--- config.mk ---
export PLATFORM = sky130hd
export DESIGN_NAME = hazard_stall_unit
export DESIGN_NICKNAME = d
export VERILOG_FILES = /design/src/rtl/hazard_stall_unit.sv
export SDC_FILE = /design/constraint.sdc
export NUM_CORES = 1
export LEC_CHECK = 0
export ABC_AREA = 1
export BUFFER_PORTS_ARGS = -buffer_cell sky130_fd_sc_hd__buf_2
export CAP_MARGIN = 5
export CORE_UTILIZATION = 30
export DETAILED_ROUTE_END_ITERATION = 8
export GPL_TIMING_DRIVEN = 0
export HOLD_SLACK_MARGIN = 0.06
export PLACE_DENSITY_LB_ADDON = 0.1
export REMOVE_ABC_BUFFERS = 1
export SYNTH_ARGS = -nofsm -noshare
export SYNTH_HDL_FRONTEND = slang
export SYNTH_SLANG_ARGS = --single-unit
--- constraint.sdc ---
create_clock -name clk -period 3.37 [get_ports clk]
set_clock_uncertainty 0.15 [all_clocks]
set_input_delay 0.5055 -clock clk [delete_from_list [all_inputs] [get_ports clk]]
set_output_delay 0.5055 -clock clk [all_outputs]
set_load 0.05 [all_outputs]
--- src/rtl/hazard_stall_unit.sv ---
// ID-stage stall controller: load-use and MDU-busy stalls plus a flush bubble; outputs are combinational (0 cycles).
// MDU occupancy is tracked by a down-counter. Define HAZARD_STATS_EN to add the saturating StallCycles counter.
module hazard_stall_unit #(
    parameter int unsigned MDU_LATENCY = 4
) (
    input  logic       clk,
    input  logic       rst_n,
    input  logic       IdValid,
    input  logic [4:0] IfIdRegRs,
    input  logic [4:0] IfIdRegRt,
    input  logic       IfIdUsesRt,
    input  logic       IdIsMdu,
    input  logic       IdIsMfhilo,
    input  logic       IdExMemRead,
    input  logic [4:0] IdExRegRt,
    input  logic       ExFlush,
    output logic       PcWrite,
    output logic       IfIdWrite,
    output logic       IdExBubble,
    output logic       MduBusy
`ifdef HAZARD_STATS_EN
    ,
    output logic [15:0] StallCycles
`endif
);

    typedef enum logic {
        S_IDLE = 1'b0,
        S_BUSY = 1'b1
    } mdu_state_t;

    localparam logic [3:0] LP_LAT = 4'(MDU_LATENCY);

    mdu_state_t r_state;
    mdu_state_t w_state_nxt;
    logic [3:0] r_mdu_cnt;
    logic [3:0] w_mdu_cnt_nxt;

    logic w_busy;
    logic w_load_use;
    logic w_mdu_haz;
    logic w_flush;
    logic w_stall;
    logic w_issue;

    // Every hazard term is gated by rst_n so outputs sit at their idle values during reset.
    assign w_busy     = (r_mdu_cnt != 4'd0);
    assign w_load_use = rst_n & IdValid & IdExMemRead & (IdExRegRt != 5'd0) &
                        ((IdExRegRt == IfIdRegRs) | (IfIdUsesRt & (IdExRegRt == IfIdRegRt)));
    assign w_mdu_haz  = rst_n & IdValid & w_busy & (IdIsMdu | IdIsMfhilo);
    assign w_flush    = rst_n & ExFlush;
    assign w_stall    = (w_load_use | w_mdu_haz) & ~w_flush;
    assign w_issue    = rst_n & IdValid & IdIsMdu & ~w_stall & ~w_flush;

    always_ff @(posedge clk or negedge rst_n) begin
        if (!rst_n) begin
            r_state   <= S_IDLE;
            r_mdu_cnt <= 4'd0;
        end else begin
            r_state   <= w_state_nxt;
            r_mdu_cnt <= w_mdu_cnt_nxt;
        end
    end

    always_comb begin
        w_state_nxt   = r_state;
        w_mdu_cnt_nxt = r_mdu_cnt;
        case (r_state)
            S_IDLE: begin
                if (w_issue) begin
                    w_mdu_cnt_nxt = LP_LAT;
                    w_state_nxt   = S_BUSY;
                end
            end
            S_BUSY: begin
                w_mdu_cnt_nxt = r_mdu_cnt - 4'd1;
                if (r_mdu_cnt <= 4'd1) begin
                    w_mdu_cnt_nxt = 4'd0;
                    w_state_nxt   = S_IDLE;
                end
            end
            default: begin
                w_state_nxt   = S_IDLE;
                w_mdu_cnt_nxt = 4'd0;
            end
        endcase
    end

    // A flush still bubbles ID/EX but lets fetch run so the squashed slot is refilled.
    always_comb begin
        PcWrite    = 1'b1;
        IfIdWrite  = 1'b1;
        IdExBubble = 1'b0;
        MduBusy    = w_busy;
        if (w_flush) begin
            IdExBubble = 1'b1;
        end else if (w_stall) begin
            PcWrite    = 1'b0;
            IfIdWrite  = 1'b0;
            IdExBubble = 1'b1;
        end
    end

`ifdef HAZARD_STATS_EN
    logic [15:0] r_stall_cycles;

    always_ff @(posedge clk or negedge rst_n) begin
        if (!rst_n) begin
            r_stall_cycles <= 16'd0;
        end else if (w_stall && (r_stall_cycles != 16'hFFFF)) begin
            r_stall_cycles <= r_stall_cycles + 16'd1;
        end
    end

    assign StallCycles = r_stall_cycles;
`endif

endmodule

; ---- Word level (Yosys, flattened, before mapping)
; Index checks and enable logic that the tools add are counted.
[totals]
reg_bits = 5
latchBits = 0
ramBits = 0
rom_bits = 0
in_bits = 23
output_inout_bits = 4
wordCells = 37
memories = 0
[op_classes]
addsub = 1
n_mul = 0
n_div = 0
n_lt_le_gt_ge = 1
n_eq_ne = 3
shifts = 0
muxes = 10
bitwise_logic = 18
n_reduce_logical = 2
[ops]
columns = cell, n
row1 = 1-bit AND, 12
row2 = 5-bit == test, 2
row3 = 4-bit 2-to-1 mux, 2
row4 = 4-bit case mux with 2 select lines, 1
row5 = 1-bit 2-to-1 mux, 6
row6 = 5-bit nonzero test, 1
row7 = "4-bit by 1-bit <= comparator with 1-bit output, second input constant", 1
row8 = 4-bit nonzero test, 1
row9 = "4-bit by 1-bit subtractor with 4-bit output, second input constant", 1
row10 = 1-bit NOT, 3
row11 = 1-bit bitwise OR, 3
row12 = "2-bit inequality test, second input constant", 1
row13 = 1-bit case mux with 2 select lines, 1

; ---- Longest topological paths before layout
[depth]
depth_word = 11
depth_mapped = 11
ltp_nobuf = 11

; ---- Worst setup path before layout
; No wires, ideal clock.
[synth_path]
path_kind = reg2out
start = register r_mdu_cnt[0]
end = output PcWrite
arrival_ns = 1.918
required_ns = 2.714
setup_slack_ns = 0.796
stages_incl_launch_ff = 8
n_path_buf = 1
path_cell_list = dfrtp_1 inv_1 ha_1 nand2_1 o211ai_2 nand2_1 nand2_1 buf_4
[synth_between]
elab_chain_len = 7
[synth_rtl]
columns = item, line
row1 = from (decl), 36  ; logic [3:0] r_mdu_cnt;
row2 = from (signal assigned), 61  ; r_mdu_cnt <= w_mdu_cnt_nxt;
row3 = 4-bit nonzero test, 47  ; assign w_busy = (r_mdu_cnt != 4'd0);
row4 = net MduBusy, 20  ; output logic MduBusy
row5 = 1-bit AND (2 in a row), 50  ; assign w_mdu_haz = rst_n & IdValid & w_busy & (IdIsMdu | IdIsMfhilo);
row6 = 1-bit bitwise OR, 52  ; assign w_stall = (w_load_use | w_mdu_haz) & ~w_flush;
row7 = 1-bit AND, 52
row8 = 1-bit 2-to-1 mux (2 in a row), -
row9 = to (decl), 17  ; output logic PcWrite,
; The timed path passes the listed nets, and every way through them passes these cells.

; ---- Final worst setup path
[layout_path]
start = input rst_n
end = output PcWrite
[layout_between]
elab_chain_len = 8
elab_cells_between_ends = 12
cone_classes = mux: 2 / bitwise: 10
[layout_rtl]
columns = item, line
row1 = from (decl), 7  ; input logic rst_n,
row2 = 1-bit AND, "48, 50"
row3 = 1-bit AND (3 in a row), 48  ; assign w_load_use = rst_n & IdValid & IdExMemRead & (IdExRegRt != 5'd0) &
row4 = 1-bit bitwise OR, 52
row5 = 1-bit AND, 52
row6 = 1-bit 2-to-1 mux, 97  ; end else if (w_stall) begin
row7 = 1-bit 2-to-1 mux *, 95  ; if (w_flush) begin
; Mark *: on every way between the ends. The rest lies on a longest branch, timed or not.

==> results.sh <==
export IMPL_status="complete, no violations"
export IMPL_vias_per_cell=4.13
export IMPL_grt_antenna_before_repair=0
export IMPL_ys_seq_area_share_pct=21.6
export IMPL_clk_latency_ns=0.24
export IMPL_start_util_pct=32.8
export IMPL_first_iter_violations=7
export IMPL_io_pin_count=27
export IMPL_die_x_um=45.9
export IMPL_routedWlPerCell_um=7.99
export IMPL_critPathKind="input port to primary output"
export IMPL_cts_tree="built"
export IMPL_synthAdderAreaFrac_pct=6.48
export IMPL_fmax_mhz=382
export IMPL_p_sw_mw=0.201
export IMPL_fin_crit_sh_pct=77.8
export IMPL_ant_nets=0
export IMPL_hp_class="flop to flop"
export IMPL_cts_sinks=5
export IMPL_avgSynthCellArea_um2=5.79
export IMPL_relSlewSlack_pct=83.2
export IMPL_rows=15
export IMPL_end_kind="primary output"
export IMPL_htree_num_levels=1
export IMPL_syn_instance_count=100
export IMPL_fin_tns_setup_ns=0
export IMPL_drt_pass1_iterations=2
export IMPL_power_mw=0.420
export IMPL_crit_required_ns=2.71
export IMPL_stdcell_area_um2=769
export IMPL_dp_final_hpwl_um=1080
export IMPL_combPwrFrac_pct=56.2
export IMPL_setup_viol=0
export IMPL_rsz0062_at_grt="false"
export IMPL_grt_util_all_layers_pct=13.9
export IMPL_worstMarginPinSlew_ns=0.252
export IMPL_finalHoldViolCount=0
export IMPL_dp_cells=150
export IMPL_coreArea_um2=1760
export IMPL_n_antenna_cell=0
export IMPL_start_kind="input port"
export IMPL_muxShareOfSynthArea_pct=0
export IMPL_crit_fanout=7
export IMPL_io_buffers=26
export IMPL_numCtsBuffers=3
export IMPL_grt_pass1_wl_um=2090
export IMPL_critical_path_arrival_ns=1.97
export IMPL_die_area_um2=2110
export IMPL_clkTransAtPathRegs_ns=0.04
export IMPL_grt_max_degree=8
export IMPL_fin_cells=155
export IMPL_synth_xor_area_share_pct=3.02
export IMPL_dpl_cell_area_um2=733
export IMPL_report_final_slew_viol_count=0
export IMPL_slowest_delay_ns=0.53
export IMPL_powerDensity_nw_per_um2=546
export IMPL_ys_ff_latch=5
export IMPL_root_buffer="clkbuf_4"
export IMPL_p_int_mw=0.218
export IMPL_syn2layout_area_growth_pct=32.8
export IMPL_yosysUniqueCellTypes=16
export IMPL_netlist_area_um2=579
export IMPL_seq_power_share_pct=27.4
export IMPL_synth_warnings=0
export IMPL_synth_top_family_by_area="simple AND/OR/NAND/NOR gates"
export IMPL_cp_cell_sequence="dlygate4sd3_1 -> buf_2 -> nand2_1 -> inv_1 -> nand3_1 -> inv_2 -> nand2_2 -> nand2_1 -> nand2_1 -> buf_2"
export IMPL_p_sw_share_pct=48.0
export IMPL_layout_drive_gt1_share_pct=30.0
export IMPL_synth_simple_area_share_pct=48.8
export IMPL_p_leak_nw=0.486
export IMPL_final_net_count=157
export IMPL_routabilityCongestion=0.749
export IMPL_period_needed_ns=2.62
export IMPL_layout_common_cells="nand2_1, buf_2, inv_1"
export IMPL_grt_pass1_vias=532
export IMPL_cap_viol_max_count=0
export IMPL_crit_top_cell="nand2_1"
export IMPL_cts_setup_buffers=0
export IMPL_die_h_um=45.9
export IMPL_final_common_cell="nand2_1"
export IMPL_vias=640
export IMPL_ir_drop_uv=334
export IMPL_overflow=0
export IMPL_wl_um=1240
export IMPL_drcViolationCount=0
export IMPL_cts_max_path_buffers=2
export IMPL_critical_path_slowest_cell="dlygate4sd3_1"
export IMPL_synth_compound_area_share_pct=5.18
export IMPL_num_fill_cells=230
export IMPL_power_share_clock_pct=16.3
Yosys cell counts (all sizes together):
library cell | n | share of area [%]
nand2 | 40 | 27
inv | 21 | 14
nand3 | 12 | 10
nor2 | 9 | 5.8
dfrtp | 5 | 22
ha | 3 | 6.5
nand4 | 2 | 4.8
o211ai | 2 | 3.5
o21ai | 2 | 1.7
xnor2 | 2 | 3.0
buf | 1 | 1.3
or2 | 1 | 1.1
final cells by class:
class,count,area (um2),share of cell area [%]
Sequential cell,5,125,16.3
Multi-Input combinational cell,73,368,47.8
Clock buffer,4,26.3,3.41
Timing Repair Buffer,27,140,18.2
Inverter,21,78.8,10.2
Tap cell,25,31.3,4.07
critical path, delay by kind of cell:
| kind | cells | cell delay, ns |
|---|---|---|
| buf+inv | 5 | 1.06 |
| simple gates | 5 | 0.41 |
power by group through the flow:
| stage | clock network, mW | logic, mW | registers, mW |
|---|---|---|---|
| after global routing | 0.0772 | 0.271 | 0.121 |
| after global placement | 0 | 0.235 | 0.117 |
| after CTS | 0.0711 | 0.239 | 0.115 |
| after floorplan | 0 | 0.183 | 0.110 |
| after detailed placement | 0 | 0.237 | 0.116 |
| final | 0.0686 | 0.236 | 0.115 |
state kept, by name, indices dropped and copies added, names as in the netlist:
register	cells
r_state	1
r_mdu_cnt	4
cell families after synthesis:
group / Yosys count
AOI/OAI and AO/OA: 4
xor gates and xnor gates: 2
adders and majority gates: 3
buffers and inverters: 22
DFF: 5
and+or+nand+nor: 64
what timing repair did:
action | CTS | global route
endpoints found under the hold margin | 5 | 0
hold buffers | 1 | 0
resized for setup | 0 | 0
layer usage:
metal | part of all wire [%] | routed length (um) | vias to the layer above | GRT usage (%)
li1 | - | - | 364 | -
met1 | 55 | 677 | 259 | 20.2
met2 | 39 | 480 | 17 | 19.2
met3 | 6.5 | 81 | 0 | 5.95
met4 | 0 | 0 | 0 | 1.76
met5 | 0 | 0 | - | 0
worst paths after layout:
check,from,to,slack (ns),depth (start not counted)
min in group asynchronous,rst_n,r_mdu_cnt[2],0.47,2
hold / removal,r_mdu_cnt[1],r_mdu_cnt[1],0.35,2
hold reg to reg,r_mdu_cnt[1],r_mdu_cnt[1],0.35,2
max in group asynchronous,rst_n,r_mdu_cnt[0],2.45,2
setup / recovery,rst_n,PcWrite,0.75,10
setup reg to reg,r_mdu_cnt[0],r_mdu_cnt[1],1.81,6
stage by stage:
step	util, %	setup slack (ns)	hold slack [ns]
floorplan	-	0.832	0.0599
global placement	41.6	1.24	0.191
detailed placement	41.6	1.25	0.192
CTS	43.6	0.738	0.354
global route	43.6	0.615	0.394
finish	43.6	0.749	0.347
Note: power is estimated with default switching activity, not from simulation.
